`config.mk`:
```
export PLATFORM = sky130hd
export DESIGN_NAME = matrix_inv_2x2
export DESIGN_NICKNAME = d
export VERILOG_FILES = /design/src/rtl/matrix_inv_pkg.sv /design/src/rtl/matrix_inv_2x2_serial_divider.sv /design/src/rtl/matrix_inv_2x2.sv
export SDC_FILE = /design/constraint.sdc
export NUM_CORES = 2
export LEC_CHECK = 0
export BUFFER_PORTS_ARGS = -buffer_cell sky130_fd_sc_hd__clkbuf_2
export CAP_MARGIN = 40
export CELL_PAD_IN_SITES_DETAIL_PLACEMENT = 0
export CELL_PAD_IN_SITES_GLOBAL_PLACEMENT = 1
export CORE_ASPECT_RATIO = 0.6
export CORE_UTILIZATION = 40
export DETAILED_ROUTE_END_ITERATION = 16
export PLACE_DENSITY = 0.74
export SLEW_MARGIN = 15
export SYNTH_ARGS = -nofsm -noshare
export SYNTH_HDL_FRONTEND = slang
export SYNTH_SLANG_ARGS = --single-unit
```
`constraint.sdc`:
```
create_clock -name I_sys_clk -period 6.35 [get_ports I_sys_clk]
set_input_delay 1.27 -clock I_sys_clk [delete_from_list [all_inputs] [get_ports I_sys_clk]]
set_output_delay 1.27 -clock I_sys_clk [all_outputs]
set_load 0.05 [all_outputs]
```
`src/rtl/matrix_inv_pkg.sv`:
```
// Shared definitions for the 2x2 matrix inverter.
//
// Holds the default widths, the constants derived from them, the output
// saturation limits at the default output width, and the controller state
// encoding. Modules that are parameterised re-derive the width-dependent
// constants from their own parameters. The package values serve as defaults.
package matrix_inv_pkg;

  localparam int DEF_IN_W   = 16;
  localparam int DEF_FRAC_W = 16;
  localparam int DEF_OUT_W  = 32;

  localparam int DEF_DET_W = 2 * DEF_IN_W + 1;
  localparam int DEF_Q_W   = DEF_IN_W + DEF_FRAC_W;

  localparam logic [DEF_OUT_W-1:0] DEF_SAT_MAX = {1'b0, {(DEF_OUT_W-1){1'b1}}};
  localparam logic [DEF_OUT_W-1:0] DEF_SAT_MIN = {1'b1, {(DEF_OUT_W-1){1'b0}}};

  typedef enum logic [2:0] {
    ST_IDLE,
    ST_MUL,
    ST_SUB,
    ST_CHK,
    ST_DIV,
    ST_DONE
  } state_t;

endpackage

```
`src/rtl/matrix_inv_2x2_serial_divider.sv`:
```
// Unsigned restoring divider. It produces one quotient bit per clock.
//
// Ports:
//   clk, rst_n : clock (rising edge), asynchronous active-low reset
//   start      : loads dividend/divisor. It may be asserted on the done
//                cycle to chain the next division without a gap.
//   dividend   : DVD_W-bit unsigned dividend
//   divisor    : DVS_W-bit unsigned divisor (must be non-zero)
//   done       : high on the last iteration cycle, DVD_W cycles after start
//   quotient   : full quotient. It is valid only while done is high.
module serial_divider
  import matrix_inv_pkg::*;
#(
  parameter int DVD_W = DEF_Q_W,
  parameter int DVS_W = DEF_DET_W
) (
  input  logic             clk,
  input  logic             rst_n,
  input  logic             start,
  input  logic [DVD_W-1:0] dividend,
  input  logic [DVS_W-1:0] divisor,
  output logic             done,
  output logic [DVD_W-1:0] quotient
);

  localparam int CNT_W = $clog2(DVD_W + 1);

  logic [DVS_W-1:0] rem;
  logic [DVS_W-1:0] dvs;
  logic [DVD_W-1:0] dvd_sh;
  logic [DVD_W-1:0] quot;
  logic [CNT_W-1:0] cnt;
  logic             running;

  logic [DVS_W:0]   trial;
  logic [DVS_W-1:0] diff;
  logic             fits;
  logic [DVS_W-1:0] rem_next;

  // One restoring step. Shift in the next dividend bit, then subtract if the
  // partial remainder allows it. The remainder is always below the divisor, so
  // the difference fits in DVS_W bits whenever the subtraction is taken.
  // The quotient exposed on done already includes the final bit. This lets
  // the consumer capture it on the same edge that finishes the division.
  always_comb begin
    trial    = {rem, dvd_sh[DVD_W-1]};
    fits     = (trial >= {1'b0, dvs});
    diff     = trial[DVS_W-1:0] - dvs;
    rem_next = fits ? diff : trial[DVS_W-1:0];
    done     = running && (cnt == CNT_W'(1));
    quotient = {quot[DVD_W-2:0], fits};
  end

  // Iteration registers. A start always wins, which allows back-to-back reuse
  // on the done cycle.
  always_ff @(posedge clk or negedge rst_n) begin
    if (!rst_n) begin
      rem     <= '0;
      dvs     <= '0;
      dvd_sh  <= '0;
      quot    <= '0;
      cnt     <= '0;
      running <= 1'b0;
    end else if (start) begin
      rem     <= '0;
      dvs     <= divisor;
      dvd_sh  <= dividend;
      quot    <= '0;
      cnt     <= CNT_W'(DVD_W);
      running <= 1'b1;
    end else if (running) begin
      rem     <= rem_next;
      dvd_sh  <= {dvd_sh[DVD_W-2:0], 1'b0};
      quot    <= {quot[DVD_W-2:0], fits};
      cnt     <= cnt - CNT_W'(1);
      running <= (cnt != CNT_W'(1));
    end
  end

endmodule

```
`src/rtl/matrix_inv_2x2.sv`:
```
// Computes the signed fixed-point inverse of a 2x2 matrix with unsigned entries.
//
// Ports:
//   I_sys_clk, I_sys_rstn : clock (rising edge), asynchronous active-low reset
//   I_start               : one-cycle job request. It is accepted only in IDLE.
//   I_a11..I_a22          : unsigned matrix entries. They are latched on acceptance.
//   O_busy                : job in progress (MUL through DIV)
//   O_valid               : one-cycle pulse when the result outputs update
//   O_singular            : the last job had a zero determinant
//   O_sat                 : at least one element of the last job was clamped
//   O_det                 : signed determinant of the last job
//   O_inv11..O_inv22      : signed Q(OUT_W-FRAC_W).FRAC_W inverse elements
//
// The four elements share one serial divider. They are processed in the
// order 11, 12, 21, 22, with no idle cycles between them.
module matrix_inv_2x2
  import matrix_inv_pkg::*;
#(
  parameter int IN_W   = DEF_IN_W,
  parameter int FRAC_W = DEF_FRAC_W,
  parameter int OUT_W  = DEF_OUT_W
) (
  input  logic                    I_sys_clk,
  input  logic                    I_sys_rstn,
  input  logic                    I_start,
  input  logic [IN_W-1:0]         I_a11,
  input  logic [IN_W-1:0]         I_a12,
  input  logic [IN_W-1:0]         I_a21,
  input  logic [IN_W-1:0]         I_a22,
  output logic                    O_busy,
  output logic                    O_valid,
  output logic                    O_singular,
  output logic                    O_sat,
  output logic signed [2*IN_W:0]  O_det,
  output logic signed [OUT_W-1:0] O_inv11,
  output logic signed [OUT_W-1:0] O_inv12,
  output logic signed [OUT_W-1:0] O_inv21,
  output logic signed [OUT_W-1:0] O_inv22
);

  localparam int DET_W = 2 * IN_W + 1;
  localparam int Q_W   = IN_W + FRAC_W;
  localparam int EXT_W = ((Q_W > OUT_W) ? Q_W : OUT_W) + 1;

  localparam logic [EXT_W-1:0] NEG_LIMIT = EXT_W'(1) << (OUT_W - 1);
  localparam logic [EXT_W-1:0] POS_LIMIT = NEG_LIMIT - EXT_W'(1);
  localparam logic [OUT_W-1:0] SAT_MAX   = {1'b0, {(OUT_W-1){1'b1}}};
  localparam logic [OUT_W-1:0] SAT_MIN   = {1'b1, {(OUT_W-1){1'b0}}};

  state_t state, next_state;

  logic [IN_W-1:0]         a11_r, a12_r, a21_r, a22_r;
  logic [2*IN_W-1:0]       prod_a, prod_b;
  logic signed [DET_W-1:0] det_r;
  logic [1:0]              idx;
  logic [OUT_W-1:0]        stage11, stage12, stage21;
  logic                    sat_acc;

  logic             det_zero;
  logic             det_neg;
  logic [DET_W-1:0] det_mag;
  logic             div_start;
  logic [1:0]       sel;
  logic [IN_W-1:0]  sel_mag;
  logic [Q_W-1:0]   dividend;
  logic             div_done;
  logic [Q_W-1:0]   div_quot;
  logic             cur_neg;
  logic [EXT_W-1:0] q_ext;
  logic [OUT_W-1:0] cur_res;
  logic             cur_sat;

  // Controller state register.
  always_ff @(posedge I_sys_clk or negedge I_sys_rstn) begin
    if (!I_sys_rstn) begin
      state <= ST_IDLE;
    end else begin
      state <= next_state;
    end
  end

  // Next-state logic and the status outputs that follow the state.
  // A start request outside IDLE is ignored. DONE always returns to IDLE,
  // so a request in the cycle after the pulse is accepted.
  always_comb begin
    next_state = state;
    O_busy     = 1'b0;
    O_valid    = 1'b0;
    case (state)
      ST_IDLE: if (I_start) next_state = ST_MUL;
      ST_MUL: begin
        O_busy     = 1'b1;
        next_state = ST_SUB;
      end
      ST_SUB: begin
        O_busy     = 1'b1;
        next_state = ST_CHK;
      end
      ST_CHK: begin
        O_busy     = 1'b1;
        next_state = det_zero ? ST_DONE : ST_DIV;
      end
      ST_DIV: begin
        O_busy = 1'b1;
        if (div_done && (idx == 2'd3)) next_state = ST_DONE;
      end
      ST_DONE: begin
        O_valid    = 1'b1;
        next_state = ST_IDLE;
      end
      default: next_state = ST_IDLE;
    endcase
  end

  // Divider feed. In CHK the first element (11) is launched. Each later
  // element is launched on the done cycle of the previous one. Numerator
  // magnitudes are a22, a12, a21, a11. The signs are tracked separately.
  always_comb begin
    det_zero  = (det_r == '0);
    det_neg   = det_r[DET_W-1];
    det_mag   = det_neg ? -det_r : det_r;
    div_start = ((state == ST_CHK) && !det_zero) ||
                ((state == ST_DIV) && div_done && (idx != 2'd3));
    sel       = (state == ST_CHK) ? 2'd0 : idx + 2'd1;
    case (sel)
      2'd0:    sel_mag = a22_r;
      2'd1:    sel_mag = a12_r;
      2'd2:    sel_mag = a21_r;
      default: sel_mag = a11_r;
    endcase
    dividend = {sel_mag, {FRAC_W{1'b0}}};
  end

  serial_divider #(
    .DVD_W(Q_W),
    .DVS_W(DET_W)
  ) u_div (
    .clk     (I_sys_clk),
    .rst_n   (I_sys_rstn),
    .start   (div_start),
    .dividend(dividend),
    .divisor (det_mag),
    .done    (div_done),
    .quotient(div_quot)
  );

  // Sign and clamp the element that the divider is finishing now.
  // The off-diagonal numerators are negated. A zero magnitude gives a zero
  // quotient, and negating zero is still zero.
  // A negative result can reach one step further than a positive one
  // (-2^(OUT_W-1)), so each sign has its own limit.
  always_comb begin
    cur_neg = ((idx == 2'd1) || (idx == 2'd2)) ^ det_neg;
    q_ext   = EXT_W'(div_quot);
    cur_sat = 1'b0;
    if (!cur_neg) begin
      if (q_ext > POS_LIMIT) begin
        cur_res = SAT_MAX;
        cur_sat = 1'b1;
      end else begin
        cur_res = q_ext[OUT_W-1:0];
      end
    end else begin
      if (q_ext > NEG_LIMIT) begin
        cur_res = SAT_MIN;
        cur_sat = 1'b1;
      end else begin
        cur_res = -q_ext[OUT_W-1:0];
      end
    end
  end

  // Datapath and result registers. The first three elements go into staging
  // registers. On the last divider completion, or on the singular exit from
  // CHK, every result output updates together on the edge that enters DONE.
  always_ff @(posedge I_sys_clk or negedge I_sys_rstn) begin
    if (!I_sys_rstn) begin
      a11_r      <= '0;
      a12_r      <= '0;
      a21_r      <= '0;
      a22_r      <= '0;
      prod_a     <= '0;
      prod_b     <= '0;
      det_r      <= '0;
      idx        <= '0;
      stage11    <= '0;
      stage12    <= '0;
      stage21    <= '0;
      sat_acc    <= 1'b0;
      O_singular <= 1'b0;
      O_sat      <= 1'b0;
      O_det      <= '0;
      O_inv11    <= '0;
      O_inv12    <= '0;
      O_inv21    <= '0;
      O_inv22    <= '0;
    end else begin
      case (state)
        ST_IDLE: begin
          if (I_start) begin
            a11_r <= I_a11;
            a12_r <= I_a12;
            a21_r <= I_a21;
            a22_r <= I_a22;
          end
        end
        ST_MUL: begin
          prod_a <= {{IN_W{1'b0}}, a11_r} * {{IN_W{1'b0}}, a22_r};
          prod_b <= {{IN_W{1'b0}}, a12_r} * {{IN_W{1'b0}}, a21_r};
        end
        ST_SUB: begin
          det_r <= $signed({1'b0, prod_a}) - $signed({1'b0, prod_b});
        end
        ST_CHK: begin
          idx     <= 2'd0;
          sat_acc <= 1'b0;
          if (det_zero) begin
            O_singular <= 1'b1;
            O_sat      <= 1'b0;
            O_det      <= det_r;
            O_inv11    <= '0;
            O_inv12    <= '0;
            O_inv21    <= '0;
            O_inv22    <= '0;
          end
        end
        ST_DIV: begin
          if (div_done) begin
            idx     <= idx + 2'd1;
            sat_acc <= sat_acc | cur_sat;
            case (idx)
              2'd0: stage11 <= cur_res;
              2'd1: stage12 <= cur_res;
              2'd2: stage21 <= cur_res;
              default: begin
                O_singular <= 1'b0;
                O_sat      <= sat_acc | cur_sat;
                O_det      <= det_r;
                O_inv11    <= stage11;
                O_inv12    <= stage12;
                O_inv21    <= stage21;
                O_inv22    <= cur_res;
              end
            endcase
          end
        end
        default: ;
      endcase
    end
  end

endmodule

```
After elaboration in Yosys (flattened, before gate mapping)
Cells that the tools add are included.
{"block": "word_totals", "in_bits": 67, "regBits": 562}
{"block": "classes", "n_mul": 2, "n_reduce_logical": 23, "n_addsub": 6, "n_eq_ne": 18, "bitwise_logic": 2, "n_mux": 55, "order_cmp": 3}
{"op": "$mux W32", "n": 14}
{"op": "$pmux W32 S2", "n": 4}
{"op": "$mux W33", "n": 7}
{"op": "$pmux W33 S2", "n": 1}
{"op": "$mul A16 B16 Y32", "n": 2}
{"op": "$mux W31", "n": 2}
{"op": "$pmux W16 S3", "n": 1}
{"op": "$ge A34 B33 Y1", "n": 1}
{"op": "$logic_not A33 Y1", "n": 1}
{"op": "$neg A33 Y33", "n": 1}
{"op": "$sub A32 B32 Y33", "n": 1}
{"op": "$sub A33 B33 Y33", "n": 1}
{"op": "$gt A32 B31 Y1 const B", "n": 1}
{"op": "$gt A32 B32 Y1 const B", "n": 1}
{"op": "$neg A32 Y32", "n": 1}
{"op": "$mux W1", "n": 15}
{"op": "$pmux W3 S5", "n": 1}
{"op": "$mux W6", "n": 2}
{"op": "$ne A2 B2 Y1 const B", "n": 6}
{"op": "$reduce_and A3 Y1", "n": 3}
{"op": "$eq A2 B2 Y1 const B", "n": 3}
{"op": "$eq A3 B2 Y1 const B", "n": 2}
{"op": "$eq A3 B3 Y1 const B", "n": 2}
{"op": "$eq A6 B1 Y1 const B", "n": 1}
{"op": "other kinds (21)", "n": 35}

Depth between registers and ports, before layout
{"block": "logic_depth", "depth_word": 8, "mapped_depth": 26, "mapped_depth_nobuf": 25}

By module
A second synthesis with hierarchy kept.
{"block": "unflattened", "hier_cells": 4668, "area_unflattened_um2": 44273.7}
{"module": "matrix_inv_2x2", "area_each_um2": 36537.5, "instances": 1, "cells_each": 3829}
{"module": "serial_divider", "area_each_um2": 7736.2, "instances": 1, "cells_each": 839}

Least setup slack after synthesis
Ideal clock, no wire load.
{"block": "synth_path", "path_type": "register to register", "start": "register a22_r[1]", "end": "register prod_a[25]", "arrival_time_ps": 6160, "stages_incl_launch_ff": 24, "path_buffers": 2, "slack_ps": 55, "path_cell_list": "dfrtp_1 -> clkbuf_1 -> clkbuf_1 -> nand2_1 -> fa_1 -> fa_1 -> fa_1 -> inv_1 -> ha_1 -> fa_1 -> inv_1 -> fa_1 -> inv_1 -> ha_1 -> a211o_1 -> or3_1 -> a221o_1 -> a311oi_1 -> o21ai_0 -> o21ai_0 -> nand2_1 -> a21oi_1 -> xor2_1 -> o21ai_0"}
{"block": "synth_between", "elab_chain_len": 1}
{"element": "start, declared", "line_no": "matrix_inv_2x2.sv:52", "text": "logic [IN_W-1:0] a11_r, a12_r, a21_r, a22_r;"}
{"element": "start signal, assigned", "line_no": "matrix_inv_2x2.sv:204", "text": "a22_r <= I_a22;"}
{"element": "$mul A16 B16 Y32", "line_no": "matrix_inv_2x2.sv:208", "text": "prod_a <= {{IN_W{1'b0}}, a11_r} * {{IN_W{1'b0}}, a22_r};"}
{"element": "end signal, assigned", "line_no": "matrix_inv_2x2.sv:208"}
{"element": "end, declared", "line_no": "matrix_inv_2x2.sv:53", "text": "logic [2*IN_W-1:0] prod_a, prod_b;"}
No other way between the ends.
A chain may end at the register's enable or synchronous reset.

Final worst setup path
{"block": "layout_path", "start": "register a21_r[6]", "end": "register prod_b[26]"}
{"block": "layout_between", "elab_chain_len": 1}
{"element": "start, declared", "line_no": "matrix_inv_2x2.sv:52"}
{"element": "start signal, assigned", "line_no": "matrix_inv_2x2.sv:203", "text": "a21_r <= I_a21;"}
{"element": "$mul A16 B16 Y32", "line_no": "matrix_inv_2x2.sv:209", "text": "prod_b <= {{IN_W{1'b0}}, a12_r} * {{IN_W{1'b0}}, a21_r};"}
{"element": "end signal, assigned", "line_no": "matrix_inv_2x2.sv:209"}
{"element": "end, declared", "line_no": "matrix_inv_2x2.sv:53"}
No other way between the ends.

==> qor.txt <==
Cell Pwr Density: 294 nW/um2
Die height: 254 um
Avg Cell Area, Syn: 9.43 um2
CTS buffer count: 57
DR vias: 32400
Most common flop cell mapped by yosys: dfrtp_1
Max Slew Vio Count: 0
Share of cells above drive strength 1: 0.150
Vias in the first global route: 31300
Register area share after synthesis: 0.321
Port bufs: 231
Power, Total: 14.3 mW
Setup_tns: 0 ps
Clock power share: 0.255
Gpl congestion: 0.900
Antenna violations before repair: 4
Pre-Repair DR Iteration Count: 6
# IOs: 232
Critical path fanouts, max: 7
Mapped Cells: 4509
CORE AREA: 105000 um2
Clock Sink Count: 546
Setup Crit Path Kind: flop to flop
Largest net degree at the start of global routing: 181
Fill count: 10100
Area delta synth->final: 14.4%
TritonCTS clock tree: built
Cts hold-fix bufs: 0
Final Hold Vio Count: 0
H-tree depth: 2
FP Rows: 92
Mapped Area: 42500 um2
Setup violations, final: 0
Register bit total from synthesis: 546
DP Worst Slack: -31.7 ps
Routed WL: 124 mm
Worst Tran Pin Value: 991 ps
Leak: 24.9 nW
Worst path cell trace: buf_4, and2_1, fa_1, inv_1, fa_1, fa_1, inv_1, fa_1, fa_1, inv_1, fa_1, inv_1, ha_1, a21o_1, a21o_1, a21oi_1, o21ai_0, a211oi_2, o21ai_1, a21oi_2, buf_4, o21bai_1, a211oi_2, o31ai_1
Nets@finish: 5511
Comb pwr share: 0.432
Final hold slack: 464 ps
GRT Total Usage: 0.229
Hold Path Class: flop to flop
Status: complete, no violations
Final ANT Viol Nets: 0
Yosys cell types: 76
Routed length per instance: 19.9 um
RSZ-0062 raised after global routing: true
Flop pwr share: 0.313
DP HPWL: 95.1 mm
Worst-skew pair later-pin latency: 680 ps
Worst vdd rail ir drop: 287 uV
Maxcap violations: 0
Starting Density: 0.404
Non-Filler Instances: 6235
Post-synth EDFFs: 0
CP endpoint kind: flop
Post-Syn Nets: 5247
Switching part of the total: 0.410
CTS Buffer Depth: 3
CP max stage cell: fa_1
Crit start category: flop
DIE AREA: 108000 um2
CTS root buf: clkbuf_16
Design area: 48600 um2
Util after Layout: 0.463
Worst Skew: 47.6 ps
Drt drc: 0
Smallest setup slack after layout: 185 ps
Crit path buf inv count: 6
Crit-path leading delay family: adder cells
FMAX: 162 MHz
Worst path required time: 6890 ps
R2R Setup Slk: 180 ps
Power Internal: 8.44 mW
Period utilization: 0.971
Placed Cells incl. Taps: 6115
Most common cell type on the critical path: fa_1
Placed inst area: 46300 um2
Clk slew on worst S/H paths: 90 ps
Period minus WS final: 6170 ps
Worst path arrival time: 6710 ps
First-pass GRT wire length: 192 mm
Remaining global-route overflow: 0
Sw power: 5.87 mW
Vias per cell: 5.20
Slew HR: 0.340
Die W: 423 um
Max incr delay on CP: 550 ps
Starting DRC count in detailed routing: 2676
Syn. warnings: 0
FFs w/ async S/R, synth: 1.00
## metal layers
layer  share of wire  track usage  up-vias
met4           0.015       0.0388        0
met5               0            0        -
met2            0.38        0.300     1025
met1            0.52        0.373    16000
li1                -            -    15300
met3           0.083       0.0561      112
## timing repair
action	4_1_cts	5_1_grt
setup buffers	0	7
hold endpoints to repair	0	0
resized for setup	10	70
pin swaps	2	33
setup endpoints to repair	5	35
## layout by cell type, fill, tap and decap left out, drive strengths merged, types with 52 or more instances in the layout
master / synthesis / layout
inv: 556 / 561
nand2: 722 / 722
dfrtp: 546 / 546
xnor2: 90 / 90
mux2: 86 / 86
o21ai: 338 / 338
xor2: 52 / 52
a21oi: 157 / 157
mux2i: 71 / 71
nor2: 167 / 167
buf: 38 / 215
a22o: 104 / 104
ha: 281 / 281
fa: 390 / 390
and2: 250 / 250
clkbuf: 204 / 309
## cells in the mapped netlist, types with 11 or more instances
| library cell | n | share of area |
|---|---|---|
| a211oi_1 | 22 | 0.0039 |
| a21o_1 | 43 | 0.0076 |
| a21oi_1 | 157 | 0.018 |
| a22o_1 | 104 | 0.021 |
| a311oi_1 | 13 | 0.0027 |
| a31oi_1 | 22 | 0.0032 |
| and2_1 | 249 | 0.037 |
| and3_1 | 11 | 0.0016 |
| buf_1 | 14 | 0.0012 |
| buf_2 | 23 | 0.0027 |
| clkbuf_1 | 204 | 0.018 |
| dfrtp_1 | 546 | 0.32 |
| fa_1 | 390 | 0.18 |
| ha_1 | 281 | 0.083 |
| inv_1 | 556 | 0.049 |
| mux2_2 | 86 | 0.023 |
| mux2i_1 | 71 | 0.017 |
| nand2_1 | 722 | 0.064 |
| nand2b_1 | 20 | 0.0029 |
| nand3_1 | 35 | 0.0041 |
| nand4_1 | 14 | 0.0021 |
| nor2_1 | 167 | 0.015 |
| nor2b_1 | 23 | 0.0034 |
| nor3_1 | 37 | 0.0044 |
| nor4_1 | 16 | 0.0024 |
| o21a_1 | 15 | 0.0026 |
| o21ai_0 | 324 | 0.038 |
| o21ai_1 | 14 | 0.0016 |
| o21bai_1 | 16 | 0.0028 |
| o221ai_1 | 16 | 0.0033 |
| o31ai_1 | 21 | 0.0037 |
| or3_1 | 17 | 0.0025 |
| xnor2_1 | 90 | 0.019 |
| xor2_1 | 52 | 0.011 |
## flip-flops by register name, indices dropped and copies added, names as in the netlist, 33 cells and up
name	flops
det_r	33
O_det	33
u_div.rem	33
u_div.dvs	33
## path summary, 6_finish.rpt
kind / startpoint / end / depth (start not counted)
max: a21_r[6] / prod_b[26] / 24
min in group asynchronous: I_sys_rstn / O_det[19] / 1
min: O_det[6] / O_det[6] / 2
max reg2reg: a21_r[6] / prod_b[26] / 24
min reg2reg: O_det[6] / O_det[6] / 2
max in group asynchronous: I_sys_rstn / stage21[10] / 2
## cells by family after synthesis
| group | Yosys count | synth area share |
|---|---|---|
| AOI/OAI and AO/OA | 843 | 0.125 |
| xor gates and xnor gates | 142 | 0.0293 |
| adders and majority gates | 671 | 0.266 |
| buffers and inverters | 798 | 0.0713 |
| DFF | 546 | 0.321 |
| muxes | 157 | 0.0395 |
| and+or+nand+nor | 1352 | 0.147 |
## power groups by stage
stage	Combinational, mW	Sequential (mW)	Clock (mW)
after global routing	6.88	4.54	3.86
after CTS	6.02	4.47	3.73
after global placement	5.92	4.52	0
after detailed placement	5.98	4.53	0
final	6.18	4.48	3.65
after floorplan	4.09	4.31	0
## cell type report
cell class / instances / area, um2 / share of cell area
clock buffers: 78 / 1630 / 0.0334
repair buffers: 447 / 2970 / 0.0610
flip-flops and latches: 546 / 13700 / 0.282
diodes: 4 / 10.0 / 0.000206
well taps: 1410 / 1760 / 0.0363
multi-input cells: 3165 / 26100 / 0.537
clock inverters: 29 / 379 / 0.00780
inverters: 556 / 2090 / 0.0429
## worst register-to-register path, cell delays in order, from the launching register on
cell      delay [ps]
dfrtp_2          460
buf_4            160
and2_1           160
fa_1             540
inv_1             60
fa_1             480
fa_1             510
inv_1             60
fa_1             520
fa_1             550
inv_1             60
fa_1             520
inv_1             40
ha_1             240
a21o_1           180
a21o_1           170
a21oi_1          130
o21ai_0          150
a211oi_2         230
o21ai_1          120
a21oi_2          170
buf_4            140
o21bai_1          60
a211oi_2         250
o31ai_1           80
Power figures use the tool's default switching activity.
